==> src/rtl/imem_boot_loader_pkg.sv <==
// Shared types and constants for the instruction-ROM boot loader.
package imem_boot_loader_pkg;

    localparam int unsigned BYTE_W         = 8;
    localparam int unsigned COUNT_W        = 16;
    localparam int unsigned WORD_W         = 32;
    localparam int unsigned BYTES_PER_WORD = 4;

    localparam logic [BYTE_W-1:0] BOOT_MAGIC = 8'hA5;

    typedef logic [2:0] boot_state_t;

    localparam boot_state_t ST_SYNC   = 3'd0;
    localparam boot_state_t ST_HDR_LO = 3'd1;
    localparam boot_state_t ST_HDR_HI = 3'd2;
    localparam boot_state_t ST_DATA   = 3'd3;
    localparam boot_state_t ST_CSUM   = 3'd4;
    localparam boot_state_t ST_RUN    = 3'd5;
    localparam boot_state_t ST_ERROR  = 3'd6;

endpackage

==> src/rtl/imem_boot_loader_if.sv <==
// Byte-stream handshake between the UART/debug bridge and the boot loader.
interface imem_boot_loader_if;
    import imem_boot_loader_pkg::*;

    logic              rx_valid;
    logic [BYTE_W-1:0] rx_data;
    logic              rx_ready;

    modport master (output rx_valid, output rx_data, input  rx_ready);
    modport slave  (input  rx_valid, input  rx_data, output rx_ready);

endinterface

==> src/rtl/imem_boot_loader_word_assembler.sv <==
// Packs little-endian data bytes into words, keeps the running XOR and
// pulses word_ready_o the cycle after each word's fourth byte.
module boot_word_assembler
    import imem_boot_loader_pkg::*;
(
    input  logic              clk,
    input  logic              reset,
    input  logic              clear_i,
    input  logic              byte_en_i,
    input  logic [BYTE_W-1:0] byte_i,
    output logic              last_byte_o,
    output logic [WORD_W-1:0] word_o,
    output logic              word_ready_o,
    output logic [BYTE_W-1:0] xor_o
);

    localparam int unsigned ACC_W = WORD_W - BYTE_W;

    logic [1:0]        cnt_q,   cnt_d;
    logic [ACC_W-1:0]  acc_q,   acc_d;
    logic [WORD_W-1:0] word_q,  word_d;
    logic              ready_q, ready_d;
    logic [BYTE_W-1:0] xor_q,   xor_d;

    // New bytes enter at the top so byte k ends up in bits [8k+7:8k].
    always_comb begin
        cnt_d   = cnt_q;
        acc_d   = acc_q;
        word_d  = word_q;
        ready_d = 1'b0;
        xor_d   = xor_q;
        if (clear_i) begin
            cnt_d = 2'd0;
            acc_d = '0;
            xor_d = '0;
        end else if (byte_en_i) begin
            xor_d = xor_q ^ byte_i;
            if (cnt_q == 2'd3) begin
                word_d  = {byte_i, acc_q};
                ready_d = 1'b1;
                cnt_d   = 2'd0;
                acc_d   = '0;
            end else begin
                acc_d = {byte_i, acc_q[ACC_W-1:BYTE_W]};
                cnt_d = cnt_q + 2'd1;
            end
        end
    end

    always_ff @(posedge clk or posedge reset) begin
        if (reset) begin
            cnt_q   <= 2'd0;
            acc_q   <= '0;
            word_q  <= '0;
            ready_q <= 1'b0;
            xor_q   <= '0;
        end else begin
            cnt_q   <= cnt_d;
            acc_q   <= acc_d;
            word_q  <= word_d;
            ready_q <= ready_d;
            xor_q   <= xor_d;
        end
    end

    assign last_byte_o  = (cnt_q == 2'd3);
    assign word_o       = word_q;
    assign word_ready_o = ready_q;
    assign xor_o        = xor_q;

endmodule

==> src/rtl/imem_boot_loader.sv <==
// Loads a framed image into the instruction ROM and gates core fetch until
// the image checksum verifies.
module imem_boot_loader
    import imem_boot_loader_pkg::*;
#(
    parameter int unsigned       XLEN      = 32,
    parameter int unsigned       ROM_SIZE  = 8192,
    parameter logic [BYTE_W-1:0] MAGIC     = BOOT_MAGIC,
    parameter int unsigned       BASE_ADDR = 0,
    parameter bit                BOOT_LOAD = 1'b1
) (
    input  logic                 clk,
    input  logic                 reset,
    imem_boot_loader_if.slave    rx,
    input  logic                 load_req,
    input  logic                 core_ren,
    input  logic [XLEN-1:0]      core_addr0,
    input  logic [XLEN-1:0]      core_addr1,
    output logic                 imem_ren,
    output logic [XLEN-1:0]      imem_addr0,
    output logic [XLEN-1:0]      imem_addr1,
    output logic                 prog_en,
    output logic [XLEN-1:0]      prog_addr,
    output logic [XLEN-1:0]      prog_data,
    output logic                 core_hold,
    output logic                 load_done,
    output logic                 load_err,
    output logic [COUNT_W-1:0]   words_loaded
);

    localparam int unsigned CAP_WORDS = ROM_SIZE / BYTES_PER_WORD;
    localparam boot_state_t RST_STATE = BOOT_LOAD ? ST_SYNC : ST_RUN;

    boot_state_t        state_q, state_d;
    logic [COUNT_W-1:0] count_q, count_d;
    logic [COUNT_W-1:0] word_idx_q, word_idx_d;
    logic [COUNT_W-1:0] words_loaded_q, words_loaded_d;
    logic [XLEN-1:0]    prog_addr_q, prog_addr_d;
    logic               done_q, done_d;
    logic               err_q, err_d;
    logic               rx_ready_q, rx_ready_d;
    logic               hold_q, hold_d;

    logic               accept_c;
    logic               clear_c;
    logic               data_byte_c;
    logic [COUNT_W-1:0] hdr_count_c;
    logic               asm_last;
    logic [WORD_W-1:0]  asm_word;
    logic               asm_ready;
    logic [BYTE_W-1:0]  asm_xor;

    assign accept_c    = rx.rx_valid & rx_ready_q;
    assign hdr_count_c = {rx.rx_data, count_q[BYTE_W-1:0]};

    boot_word_assembler u_asm (
        .clk          (clk),
        .reset        (reset),
        .clear_i      (clear_c),
        .byte_en_i    (data_byte_c),
        .byte_i       (rx.rx_data),
        .last_byte_o  (asm_last),
        .word_o       (asm_word),
        .word_ready_o (asm_ready),
        .xor_o        (asm_xor)
    );

    // Frame parser: next state, counters and sticky status flags.
    always_comb begin
        state_d        = state_q;
        count_d        = count_q;
        word_idx_d     = word_idx_q;
        words_loaded_d = asm_ready ? COUNT_W'(words_loaded_q + 16'd1) : words_loaded_q;
        prog_addr_d    = prog_addr_q;
        done_d         = done_q;
        err_d          = err_q;
        clear_c        = 1'b0;
        data_byte_c    = 1'b0;
        case (state_q)
            ST_SYNC: begin
                if (accept_c && rx.rx_data == MAGIC) state_d = ST_HDR_LO;
            end
            ST_HDR_LO: begin
                if (accept_c) begin
                    count_d = COUNT_W'(rx.rx_data);
                    state_d = ST_HDR_HI;
                end
            end
            ST_HDR_HI: begin
                if (accept_c) begin
                    count_d = hdr_count_c;
                    if (32'(hdr_count_c) > CAP_WORDS) begin
                        state_d = ST_ERROR;
                        err_d   = 1'b1;
                    end else if (hdr_count_c == '0) begin
                        state_d = ST_CSUM;
                    end else begin
                        state_d = ST_DATA;
                    end
                end
            end
            ST_DATA: begin
                if (accept_c) begin
                    data_byte_c = 1'b1;
                    if (asm_last) begin
                        prog_addr_d = XLEN'(BASE_ADDR) + (XLEN'(word_idx_q) << 2);
                        word_idx_d  = COUNT_W'(word_idx_q + 16'd1);
                        if (COUNT_W'(word_idx_q + 16'd1) == count_q) state_d = ST_CSUM;
                    end
                end
            end
            ST_CSUM: begin
                if (accept_c) begin
                    if (rx.rx_data == asm_xor) begin
                        state_d = ST_RUN;
                        done_d  = 1'b1;
                    end else begin
                        state_d = ST_ERROR;
                        err_d   = 1'b1;
                    end
                end
            end
            ST_RUN, ST_ERROR: begin
                if (load_req) begin
                    state_d        = ST_SYNC;
                    clear_c        = 1'b1;
                    count_d        = '0;
                    word_idx_d     = '0;
                    words_loaded_d = '0;
                    done_d         = 1'b0;
                    err_d          = 1'b0;
                end
            end
            default: state_d = RST_STATE;
        endcase
        rx_ready_d = (state_d != ST_RUN) && (state_d != ST_ERROR);
        hold_d     = (state_d != ST_RUN);
    end

    always_ff @(posedge clk or posedge reset) begin
        if (reset) begin
            state_q        <= RST_STATE;
            count_q        <= '0;
            word_idx_q     <= '0;
            words_loaded_q <= '0;
            prog_addr_q    <= '0;
            done_q         <= !BOOT_LOAD;
            err_q          <= 1'b0;
            rx_ready_q     <= BOOT_LOAD;
            hold_q         <= BOOT_LOAD;
        end else begin
            state_q        <= state_d;
            count_q        <= count_d;
            word_idx_q     <= word_idx_d;
            words_loaded_q <= words_loaded_d;
            prog_addr_q    <= prog_addr_d;
            done_q         <= done_d;
            err_q          <= err_d;
            rx_ready_q     <= rx_ready_d;
            hold_q         <= hold_d;
        end
    end

    // Fetch only reaches the ROM in RUN, so it can never collide with prog_en.
    assign imem_ren     = core_ren & ~hold_q;
    assign imem_addr0   = core_addr0;
    assign imem_addr1   = core_addr1;
    assign rx.rx_ready  = rx_ready_q;
    assign prog_en      = asm_ready;
    assign prog_addr    = prog_addr_q;
    assign prog_data    = XLEN'(asm_word);
    assign core_hold    = hold_q;
    assign load_done    = done_q;
    assign load_err     = err_q;
    assign words_loaded = words_loaded_q;

endmodule

==> src/flat_wrapper.sv <==
// flat-port wrapper written by rule: the top's interface ports become plain ports
module imem_boot_loader_flat import imem_boot_loader_pkg::*;
#(
    parameter int unsigned       XLEN      = 32,
    parameter int unsigned       ROM_SIZE  = 8192,
    parameter logic [BYTE_W-1:0] MAGIC     = BOOT_MAGIC,
    parameter int unsigned       BASE_ADDR = 0,
    parameter bit                BOOT_LOAD = 1'b1
)
  (clk, reset, load_req, core_ren, core_addr0, core_addr1, imem_ren, imem_addr0, imem_addr1, prog_en, prog_addr, prog_data, core_hold, load_done, load_err, words_loaded, rx_rx_valid, rx_rx_data, rx_rx_ready);
  imem_boot_loader_if rx_i ();
  input  logic clk;
  input  logic reset;
  input  logic load_req;
  input  logic core_ren;
  input  logic [XLEN-1:0] core_addr0;
  input  logic [XLEN-1:0] core_addr1;
  output logic imem_ren;
  output logic [XLEN-1:0] imem_addr0;
  output logic [XLEN-1:0] imem_addr1;
  output logic prog_en;
  output logic [XLEN-1:0] prog_addr;
  output logic [XLEN-1:0] prog_data;
  output logic core_hold;
  output logic load_done;
  output logic load_err;
  output logic [COUNT_W-1:0] words_loaded;
  input wire logic [$bits(rx_i.rx_valid)-1:0] rx_rx_valid;
  input wire logic [$bits(rx_i.rx_data)-1:0] rx_rx_data;
  output wire logic [$bits(rx_i.rx_ready)-1:0] rx_rx_ready;
  assign rx_i.rx_valid = rx_rx_valid;
  assign rx_i.rx_data = rx_rx_data;
  assign rx_rx_ready = rx_i.rx_ready;
  imem_boot_loader #(.XLEN(XLEN), .ROM_SIZE(ROM_SIZE), .MAGIC(MAGIC), .BASE_ADDR(BASE_ADDR), .BOOT_LOAD(BOOT_LOAD)) u_core (.clk(clk), .reset(reset), .rx(rx_i), .load_req(load_req), .core_ren(core_ren), .core_addr0(core_addr0), .core_addr1(core_addr1), .imem_ren(imem_ren), .imem_addr0(imem_addr0), .imem_addr1(imem_addr1), .prog_en(prog_en), .prog_addr(prog_addr), .prog_data(prog_data), .core_hold(core_hold), .load_done(load_done), .load_err(load_err), .words_loaded(words_loaded));
endmodule
==> config.mk <==
export PLATFORM = sky130hd
export DESIGN_NAME = imem_boot_loader_flat
export DESIGN_NICKNAME = d
export VERILOG_FILES = /design/src/rtl/imem_boot_loader_pkg.sv /design/src/rtl/imem_boot_loader_if.sv /design/src/rtl/imem_boot_loader_word_assembler.sv /design/src/rtl/imem_boot_loader.sv /design/src/flat_wrapper.sv
export SDC_FILE = /design/constraint.sdc
export NUM_CORES = 1
export LEC_CHECK = 0
export ABC_AREA = 1
export ABC_CLOCK_PERIOD_IN_PS = 4700
export BUFFER_PORTS_ARGS = -buffer_cell sky130_fd_sc_hd__buf_2
export CAP_MARGIN = 20
export CORE_ASPECT_RATIO = 1.2
export CORE_MARGIN = 2
export CORE_UTILIZATION = 50
export DETAILED_ROUTE_END_ITERATION = 8
export PLACE_DENSITY = 0.79
export SLEW_MARGIN = 20
export SYNTH_ARGS = -nofsm -noshare
export SYNTH_HDL_FRONTEND = slang
export SYNTH_SLANG_ARGS = --single-unit
==> constraint.sdc <==
create_clock -name clk -period 4.7 [get_ports clk]
set_clock_uncertainty 0.05 [all_clocks]
set_input_delay 0.47 -clock clk [delete_from_list [all_inputs] [get_ports clk]]
set_output_delay 0.47 -clock clk [all_outputs]
set_load 0.01 [all_outputs]
==> impl_metrics.ini, run 1 <==
[layout]
n_antenna_cell = 0
area_delta_synth_final_pct = 8.05
utilization = 0.554
stdcell_count = 1047
final_layout_size_suffix_gt1_frac = 0.163
final_area_um2 = 7660
fill_cells = 1248
nets = 943

[yosys]
ys_ff_latch = 138
yosys.cell_types.count = 38
synth-compound-area-share = 0.120
synth_top_area_cell = dfrtp_1
syn_area_per_cell_um2 = 8.37
synth-async-reset-ratio = 1.00
ys_seq_area_frac = 0.487
synth_top_family_by_area = simple AND/OR/NAND/NOR gates
synth_fa_ha_area_frac = 0.00529
synth_most_common_cell = nand2_1
synth_top_cell_area_share = 0.480
ys.flop_type = dfrtp_1
synth.area.top_cells = dfrtp_1, nand2_1, buf_4
ys_top_cells_by_count = nand2_1, dfrtp_1, inv_1
synth_simple_gate_area_frac = 0.205
syn_area_um2 = 7090
yosys_warnings = 0
synthXorXnorAreaFrac = 0.0168
synth_edf_count = 0
syn_inst = 847
muxShareOfSynthArea = 0

[die]
core_um2 = 13800
rows = 47
die_w_um = 113
io_pins = 227
dieArea_um2 = 15200
start_util = 0.513
chipHeight_um = 134

[place]
hpwl_um = 10500
dp_cells = 1015
io_buffer_count = 82
globalplace.congestion = 0.888
place_area_um2 = 7100

[global_route]
grt_first_pass_wirelength_um = 25400
grt_use_total = 0.213
grt_pass1_vias = 5191
grt_antenna_before_repair = 0
overflow = 0
grt_max_degree = 108

[timing]
final_hold_viol_count = 0
tightestPinTransition_ns = 0.971
final.min_clock_period_ns = 2.58
maxSlewHeadroom = 0.352
final_max_slew_viol_count = 0
finalSetupViolations = 0
finalSetupTns_ns = 0
fin_crit_sh = 0.549
fmax_mhz = 387
rsz0062_at_grt = false

[clock_tree]
post_cts_resized = 0
clk_latency_ns = 0.43
cts_setup_buffers = 0
cts_tree = built
ctsHoldBuffers = 0
clk_pin_slew_ns = 0.06
cts-htree-levels = 4
cts_sinks = 138
clockRootBuffer = clkbuf_16
clock_tree.buffer_depth = 2
cts_inserted_buffers = 17

[flow_run]
maxCapViolCount = 0

[power_and_ir_drop]
leakagePower_uw = 0.00383
vdd_ir_drop_max_uv = 287
powerDensity_nw_per_um2 = 602

[worst_setup_path]
max_stage_delay_ns = 0.70
crit_family = buffers and inverters
endpoint_kind = flip-flop
crit_buf_inv = 4
cp_slowest_cell = buf_4
crit_path_start = u_core.rx.rx_ready$_DFF_PP1_
required_ns = 4.94
startpoint_type = flip-flop
worstPathCellList = nand2_1 -> inv_1 -> nand2_1 -> buf_4 -> nor2_4 -> inv_2 -> buf_4 -> nor2_1 -> o21bai_1
crit_arrival_ns = 2.82
r2r-start = u_core.rx.rx_ready$_DFF_PP1_
critPathKind = flip-flop to flip-flop
worstPathMaxFanout = 106

[detailed_routing]
routed_wl_um = 15300
drtPass1Iterations = 5
remaining_drc_errors = 0
drtIter0Drc = 420
post_drt_wl_per_cell_um = 14.6
vias = 5454
antenna_left = 0
via_per_inst = 5.21

[min_path]
holdCritPathClass = input port to asynchronous set/reset pin

[status]
status = completed
-- logic make-up (layout without fill, tap and decap cells) --
| kind of cell | count (synthesis) | in the layout |
|---|---|---|
| fa+ha+maj | 3 | 3 |
| buf+inv | 227 | 241 |
| other cells | 1 | 16 |
| simple gates | 322 | 322 |
| xor+xnor | 12 | 12 |
| compound gates | 144 | 144 |
| flops | 138 | 138 |
-- report_power, final --
part           internal (uW)  switching, uW  leakage (uW)
Clock                    695            565      0.000270
Combinational            547            908       0.00173
Sequential              1620            273       0.00182
-- registers in the layout (all words and copies together) (netlist names), 2 cells and up --
register / cells
u_core.state_q: 3
u_core.u_asm.acc_q: 24
u_core.prog_addr: 16
u_core.count_q: 16
u_core.words_loaded: 16
u_core.word_idx_q: 16
u_core.u_asm.word_o: 32
u_core.u_asm.xor_o: 8
u_core.u_asm.cnt_q: 2
-- final cells by class --
class,count,area (um2),area share
tap,171,214,0.0279
sequential,138,3460,0.451
clock buffer,17,425,0.0555
clock inverter,15,133,0.0173
timing repair buffer,87,448,0.0585
inverter,122,463,0.0604
multi-input combinational,497,2520,0.329
-- layer usage --
layer | part of all wire | global-route usage | up-vias | wire length (um)
li1 | - | - | 2706 | -
met1 | 0.43 | 0.264 | 2549 | 6500
met2 | 0.49 | 0.350 | 163 | 7480
met3 | 0.059 | 0.0539 | 36 | 900
met4 | 0.026 | 0.0982 | 0 | 393
met5 | 0 | 0 | - | 0
-- placed cells by master (no fill, tap or decap), types with 2 or more instances in the layout --
cell type   Yosys  layout
nand2_1       164     164
dfrtp_1       136     136
inv_1         118     117
buf_2          10      82
o21ai_0        75      75
nand3_1        73      73
nor2_1         39      39
o32ai_1        21      21
clkbuf_16       0      17
conb_1          1      16
o21ai_1        15      15
nand4_1        14      14
a21oi_1        14      14
nor3_1         13      13
o22ai_1        11      11
xor2_1          7       7
nor2_2          5       5
inv_8           0       5
buf_4          81       5
inv_2           4       4
xnor2_1         4       4
inv_6           0       4
nor2_4          3       3
nor3_2          3       3
ha_1            3       3
clkinvlp_4      0       3
nor4_1          2       2
a31oi_1         2       2
nor3b_1         2       2
clkinv_2        0       2
clkinv_4        0       2
dfstp_2         2       2
-- worst paths after layout --
check                           slack [ns]                                to  cells past startpoint
worst max-delay path                  2.12  u_core.word_idx_q[0]$_DFFE_PP0P_                      9
worst min-delay path                  0.21   u_core.prog_addr[4]$_DFFE_PP0P_                      2
worst max register to register        2.12  u_core.word_idx_q[0]$_DFFE_PP0P_                      9
worst min register to register        0.43   u_core.prog_addr[3]$_DFFE_PP0P_                      2
max in group asynchronous             3.37  u_core.words_loaded[7]$_DFF_PP0_                      3
min in group clk                      0.31     u_core.count_q[7]$_DFFE_PP0P_                      3
-- per-stage QoR --
stage               total power (uW)  worst slack, ns  hold slack, ns
finish                          4610             2.12           0.206
global route                    4950             1.85           0.302
CTS                             4640             2.10           0.263
detailed placement              3370             1.88           0.418
global placement                3320             1.94           0.413
floorplan                       2950            0.487           0.413
No activity file was read; power rests on OpenSTA's default activity.
==> run 2, diff against run 1 <==
--- a/config.mk
+++ b/config.mk
@@ -6,7 +6,7 @@
 export NUM_CORES = 1
 export LEC_CHECK = 0
 export ABC_AREA = 1
-export ABC_CLOCK_PERIOD_IN_PS = 4700
+export ABC_CLOCK_PERIOD_IN_PS = 2490
 export BUFFER_PORTS_ARGS = -buffer_cell sky130_fd_sc_hd__buf_2
 export CAP_MARGIN = 20
 export CORE_ASPECT_RATIO = 1.2
==> constraint.sdc (replaced) <==
create_clock -name clk -period 2.49 [get_ports clk]
set_clock_uncertainty 0.05 [all_clocks]
set_input_delay 0.249 -clock clk [delete_from_list [all_inputs] [get_ports clk]]
set_output_delay 0.249 -clock clk [all_outputs]
set_load 0.01 [all_outputs]
==> run 2 against run 1 <==
Die area unchanged. Core utilization increased by 1.2 points. Global-route usage increased by 0.68 points. Critical path depth rose by 5. Register-to-register slack got worse by 1.9 ns. Setup slack worse by 1.9 ns. First-iteration DRC count up 16%. Combinational power up 97%. Non-clock buffer count up 15. Critical path type unchanged. Largest cell class unchanged.
==> impl_metrics.ini, run 2 (same netlist as run 1, synthesis figures left out) <==
[power_and_ir_drop]
switchingPower_uw = 3310
vdd_ir_drop_max_uv = 594
swShare = 0.372
leakagePower_uw = 0.00392
finalPower_uw = 8890
powerDensity_nw_per_um2 = 1140
p_int_uw = 5580
pwr-share-comb = 0.324
power_frac_seq = 0.401
p_clk_frac = 0.274

[global_route]
grt_first_pass_wirelength_um = 26500
overflow = 0
grt_pass1_vias = 5359
grt_max_degree = 43
grt_use_total = 0.219
grt_antenna_before_repair = 0

[status]
status = completed

[detailed_routing]
drtPass1Iterations = 5
top_layer = met4
post_drt_wl_per_cell_um = 15.0
drtIter0Drc = 489
via_per_inst = 5.27
antenna_left = 0
remaining_drc_errors = 0
wl_met3_um = 915
routed_wl_um = 15900
wl_met2_um = 7920
vias = 5595
wl_met1_um = 6690

[worst_setup_path]
required_ns = 2.79
endpoint_kind = flip-flop
startpoint_type = flip-flop
worstPathMaxFanout = 8
crit_arrival_ns = 2.56
critPathKind = flip-flop to flip-flop

[layout]
final_layout_size_suffix_gt1_frac = 0.180
final_area_um2 = 7830
final_cell_mix = nand2_1, dfrtp_1, inv_1
largest_register_ffs = 32
area_delta_synth_final_pct = 10.4
n_antenna_cell = 0
layout_commonest_cell = nand2_1
nets = 958

[die]
chipHeight_um = 134
die_w_um = 113
io_pins = 227
core_um2 = 13800
start_util = 0.513
rows = 47
dieArea_um2 = 15200

[place]
globalplace.congestion = 0.895
io_buffer_count = 82
hpwl_um = 11200
place_area_um2 = 7200

[timing]
final_hold_viol_count = 0
tightestPinTransition_ns = 0.778
finalSetupViolations = 0
maxSlewHeadroom = 0.481
final_max_slew_viol_count = 0
final.min_clock_period_ns = 2.26
fmax_mhz = 443
fin_crit_sh = 0.907

[clock_tree]
clk_latency_ns = 0.42
clockRootBuffer = clkbuf_16
cts_tree = built
clk_pin_slew_ns = 0.06
cts-htree-levels = 4
cts_inserted_buffers = 17
cts_sinks = 138
clock_tree.buffer_depth = 2

[min_path]
holdCritPathClass = input port to flip-flop

[flow_run]
maxCapViolCount = 0
[run 2: changes by cell type in the layout (fill, tap and decap cells not counted), sizes merged]
cell         delta
buf            +14
inv             -2
bufinv          +1
clkbuf          +1
clkinv          +1
clkinvlp        -1
dlygate4sd3     +1
[run 2: worst paths after layout]
check	to	slack (ns)	start	cells after the start
hold / removal	u_core.count_q[14]$_DFFE_PP0P_	0.11	rx_rx_data[6]	3
min in group asynchronous	u_core.u_asm.word_o[9]$_DFFE_PP0P_	0.47	reset	3
setup reg to reg	u_core.rx.rx_ready$_DFF_PP1_	0.23	u_core.word_idx_q[0]$_DFFE_PP0P_	14
max in group asynchronous	u_core.words_loaded[7]$_DFF_PP0_	1.11	reset	4
setup / recovery	u_core.rx.rx_ready$_DFF_PP1_	0.23	u_core.word_idx_q[0]$_DFFE_PP0P_	14
hold reg to reg	u_core.prog_addr[3]$_DFFE_PP0P_	0.43	u_core.prog_addr[3]$_DFFE_PP0P_	2
[run 2: per-layer routing]
layer	GRT usage	vias up
met1	0.273	2633
li1	-	2744
met4	0.0901	0
met2	0.367	182
met5	0	-
met3	0.0534	36
[run 2: power by group through the flow]
stage / clock [uW] / combinational (uW) / sequential (uW)
after floorplan: 0 / 1890 / 3680
after global placement: 0 / 2720 / 3570
after detailed placement: 0 / 2810 / 3590
after CTS: 2470 / 2840 / 3560
after global routing: 2580 / 3300 / 3670
final: 2440 / 2880 / 3570
[run 2: worst max-delay path, cell delays in order, from the launching register on]
cell and delay [ns]:
dfrtp_1 0.41, ha_2 0.24, nand2_2 0.10, nor2_4 0.24
nand2_1 0.11, nand2_1 0.11, nand3_1 0.07, nand2_1 0.07
nand3_1 0.11, nor3_4 0.23, nand2_1 0.08, nand2_1 0.10
nand3_1 0.08, nor2_1 0.12, nor2_1 0.05
[run 2: cell type report]
cell class / count / area [um2]
Clock inverter: 14 / 134
Timing Repair Buffer: 102 / 588
Multi-Input combinational cell: 497 / 2540
Tap cell: 171 / 214
Clock buffer: 18 / 439
Sequential cell: 138 / 3460
Fill cell: 1253 / 5990
Inverter: 122 / 462
[run 2: per-stage QoR]
step / setup slack [ns] / setup TNS [ns] / hold WS [ns] / util / cells
6_report: 0.231 / 0 / 0.113 / 0.567 / 1062
4_1_cts: 0.165 / 0 / 0.102 / 0.563 / 1058
3_5_place_dp: 0.222 / 0 / 0.375 / 0.521 / 1025
2_1_floorplan: 0.472 / 0 / 0.346 / - / 862
3_3_place_gp: 0.281 / 0 / 0.368 / 0.521 / 1025
5_1_grt: -0.0373 / -0.0373 / 0.104 / 0.567 / 1062
[run 2: what timing repair did]
action,in CTS,in global routing
hold buffers,1,0
endpoints found under the setup margin,0,1
gates resized for setup,0,4
setup buffers,0,4
hold endpoints to repair,30,0
==> run 3, diff against run 2 <==
==> constraint.sdc (replaced) <==
create_clock -name clk -period 2.49 [get_ports clk]
set_clock_uncertainty 0.05 [all_clocks]
set_input_delay 0.1245 -clock clk [delete_from_list [all_inputs] [get_ports clk]]
set_output_delay 0.1245 -clock clk [all_outputs]
set_load 0.01 [all_outputs]
==> run 3 against run 2 <==
Setup slack worse by 0.060 ns. Sequential share of layout area down 0.40 points. Total power up 2.2%. Clock power up 8.6%. First-iteration DRC count down 20%. Die area unchanged. Global-route usage up 0.22 points.
==> impl_metrics.ini, run 3 (same netlist as run 1, synthesis figures left out) <==
[status]
status = completed

[layout]
n_antenna_cell = 0
layout_commonest_cell = nand2_1
final_cell_mix = nand2_1, dfrtp_1, inv_1
final_layout_size_suffix_gt1_frac = 0.170
largest_register_ffs = 32
area_delta_synth_final_pct = 11.4
fill_cells = 1231
nets = 959
utilization = 0.572

[die]
rows = 47
die_w_um = 113
io_pins = 227
chipHeight_um = 134
core_um2 = 13800
dieArea_um2 = 15200
start_util = 0.513

[clock_tree]
cts_sinks = 138
cts_tree = built
cts_inserted_buffers = 17
cts_setup_buffers = 0
clk_latency_ns = 0.43
clk_pin_slew_ns = 0.06
cts-htree-levels = 4
clockRootBuffer = clkbuf_16
clock_tree.buffer_depth = 2

[worst_setup_path]
crit_arrival_ns = 2.62
startpoint_type = flip-flop
required_ns = 2.79
endpoint_kind = flip-flop
r2r-start = u_core.word_idx_q[0]$_DFFE_PP0P_
critPathKind = flip-flop to flip-flop
crit_path_start = u_core.word_idx_q[0]$_DFFE_PP0P_
worstPathMaxFanout = 5

[place]
globalplace.congestion = 0.966
pre_cts_slack_ns = 0.268
io_buffer_count = 82
hpwl_um = 11200

[timing]
tightestPinTransition_ns = 0.640
maxSlewHeadroom = 0.570
fmax_mhz = 431
final_hold_viol_count = 0
finalSetupViolations = 0
fin_ws_ns = 0.171
fin_crit_sh = 0.931
rsz0062_at_grt = false
final.min_clock_period_ns = 2.32
finalSetupTns_ns = 0
final_max_slew_viol_count = 0

[global_route]
grt_pass1_vias = 5543
grt_use_total = 0.222
grt_antenna_before_repair = 0
grt_first_pass_wirelength_um = 26800
overflow = 0
grt_max_degree = 98

[min_path]
min_from = rx_rx_data[1]
holdCritPathClass = input port to flip-flop

[flow_run]
maxCapViolCount = 0

[detailed_routing]
post_drt_wl_per_cell_um = 15.1
routed_wl_um = 16100
vias = 5730
antenna_left = 0
drtIter0Drc = 390
via_per_inst = 5.39
drtPass1Iterations = 6
remaining_drc_errors = 0

[power_and_ir_drop]
finalPower_uw = 9080
vdd_ir_drop_max_uv = 576
powerDensity_nw_per_um2 = 1150
leakagePower_uw = 0.00394
==> run 3: changes by cell type in the layout (fill, tap and decap cells not counted), moves of 2 or more <==
| cell | delta |
|---|---|
| dlygate4sd3_1 | +6 |
| bufinv_16 | +2 |
| clkinv_2 | -3 |
| buf_4 | -7 |
==> run 3: repair_timing <==
item,CTS,global route
endpoints found under the hold margin,33,0
setup endpoints to repair,0,1
hold buffers,7,0
resized for setup,0,1
==> run 3: worst paths after layout <==
path	end	cells past startpoint	slack (ns)
min	u_core.count_q[1]$_DFFE_PP0P_	3	0.03
max reg2reg	u_core.rx.rx_ready$_DFF_PP1_	14	0.17
max	u_core.rx.rx_ready$_DFF_PP1_	14	0.17
min in group asynchronous	u_core.word_idx_q[2]$_DFFE_PP0P_	3	0.29
min reg2reg	u_core.prog_addr[7]$_DFFE_PP0P_	2	0.43
max in group asynchronous	u_core.words_loaded[8]$_DFF_PP0_	4	1.38
==> run 3: power by group <==
group          switching, uW  total (uW)  leakage (uW)  internal (uW)
logic                   1770        2850       0.00182           1080
registers                529        3590       0.00182           3060
clock network           1020        2650      0.000302           1630
total                   3320        9080       0.00394           5770
==> run 3: per-layer routing <==
layer / part of all wire / track usage / up-vias / wire length [um]
li1: - / - / 2749 / -
met1: 0.42 / 0.279 / 2696 / 6690
met2: 0.49 / 0.356 / 220 / 7810
met3: 0.054 / 0.0413 / 65 / 869
met4: 0.045 / 0.133 / 0 / 721
met5: 0 / 0 / - / 0
==> run 3: worst max-delay path, stage by stage, from the launching register on <==
cell and delay, ns:
dfrtp_1 0.41, ha_1 0.23, nand2_2 0.13, nor2_4 0.20
nand2_1 0.11, nand2_1 0.12, nand3_1 0.10, nand2_1 0.08
nand3_1 0.08, nor3_2 0.25, nand2_1 0.08, nand2_1 0.12
nand3_1 0.10, nor2_1 0.13, nor2_1 0.05
==> run 3: through the flow <==
step | instances | instance area (um2) | hold slack [ns]
final | 1063 | 7900 | 0.0257
after global routing | 1063 | 7900 | 0.0276
after CTS | 1062 | 7890 | 0.00763
after detailed placement | 1023 | 7200 | 0.197
after global placement | 1023 | 7200 | 0.196
after floorplan | 862 | 7150 | 0.221
==> run 3: layout make-up <==
class	instances	area [um2]	share of cell area
clock inverters	13	179	0.0226
multi-input cells	498	2530	0.320
well taps	171	214	0.0271
flip-flops and latches	138	3460	0.437
clock buffers	19	443	0.0561
inverters	122	462	0.0584
repair buffers	102	616	0.0779
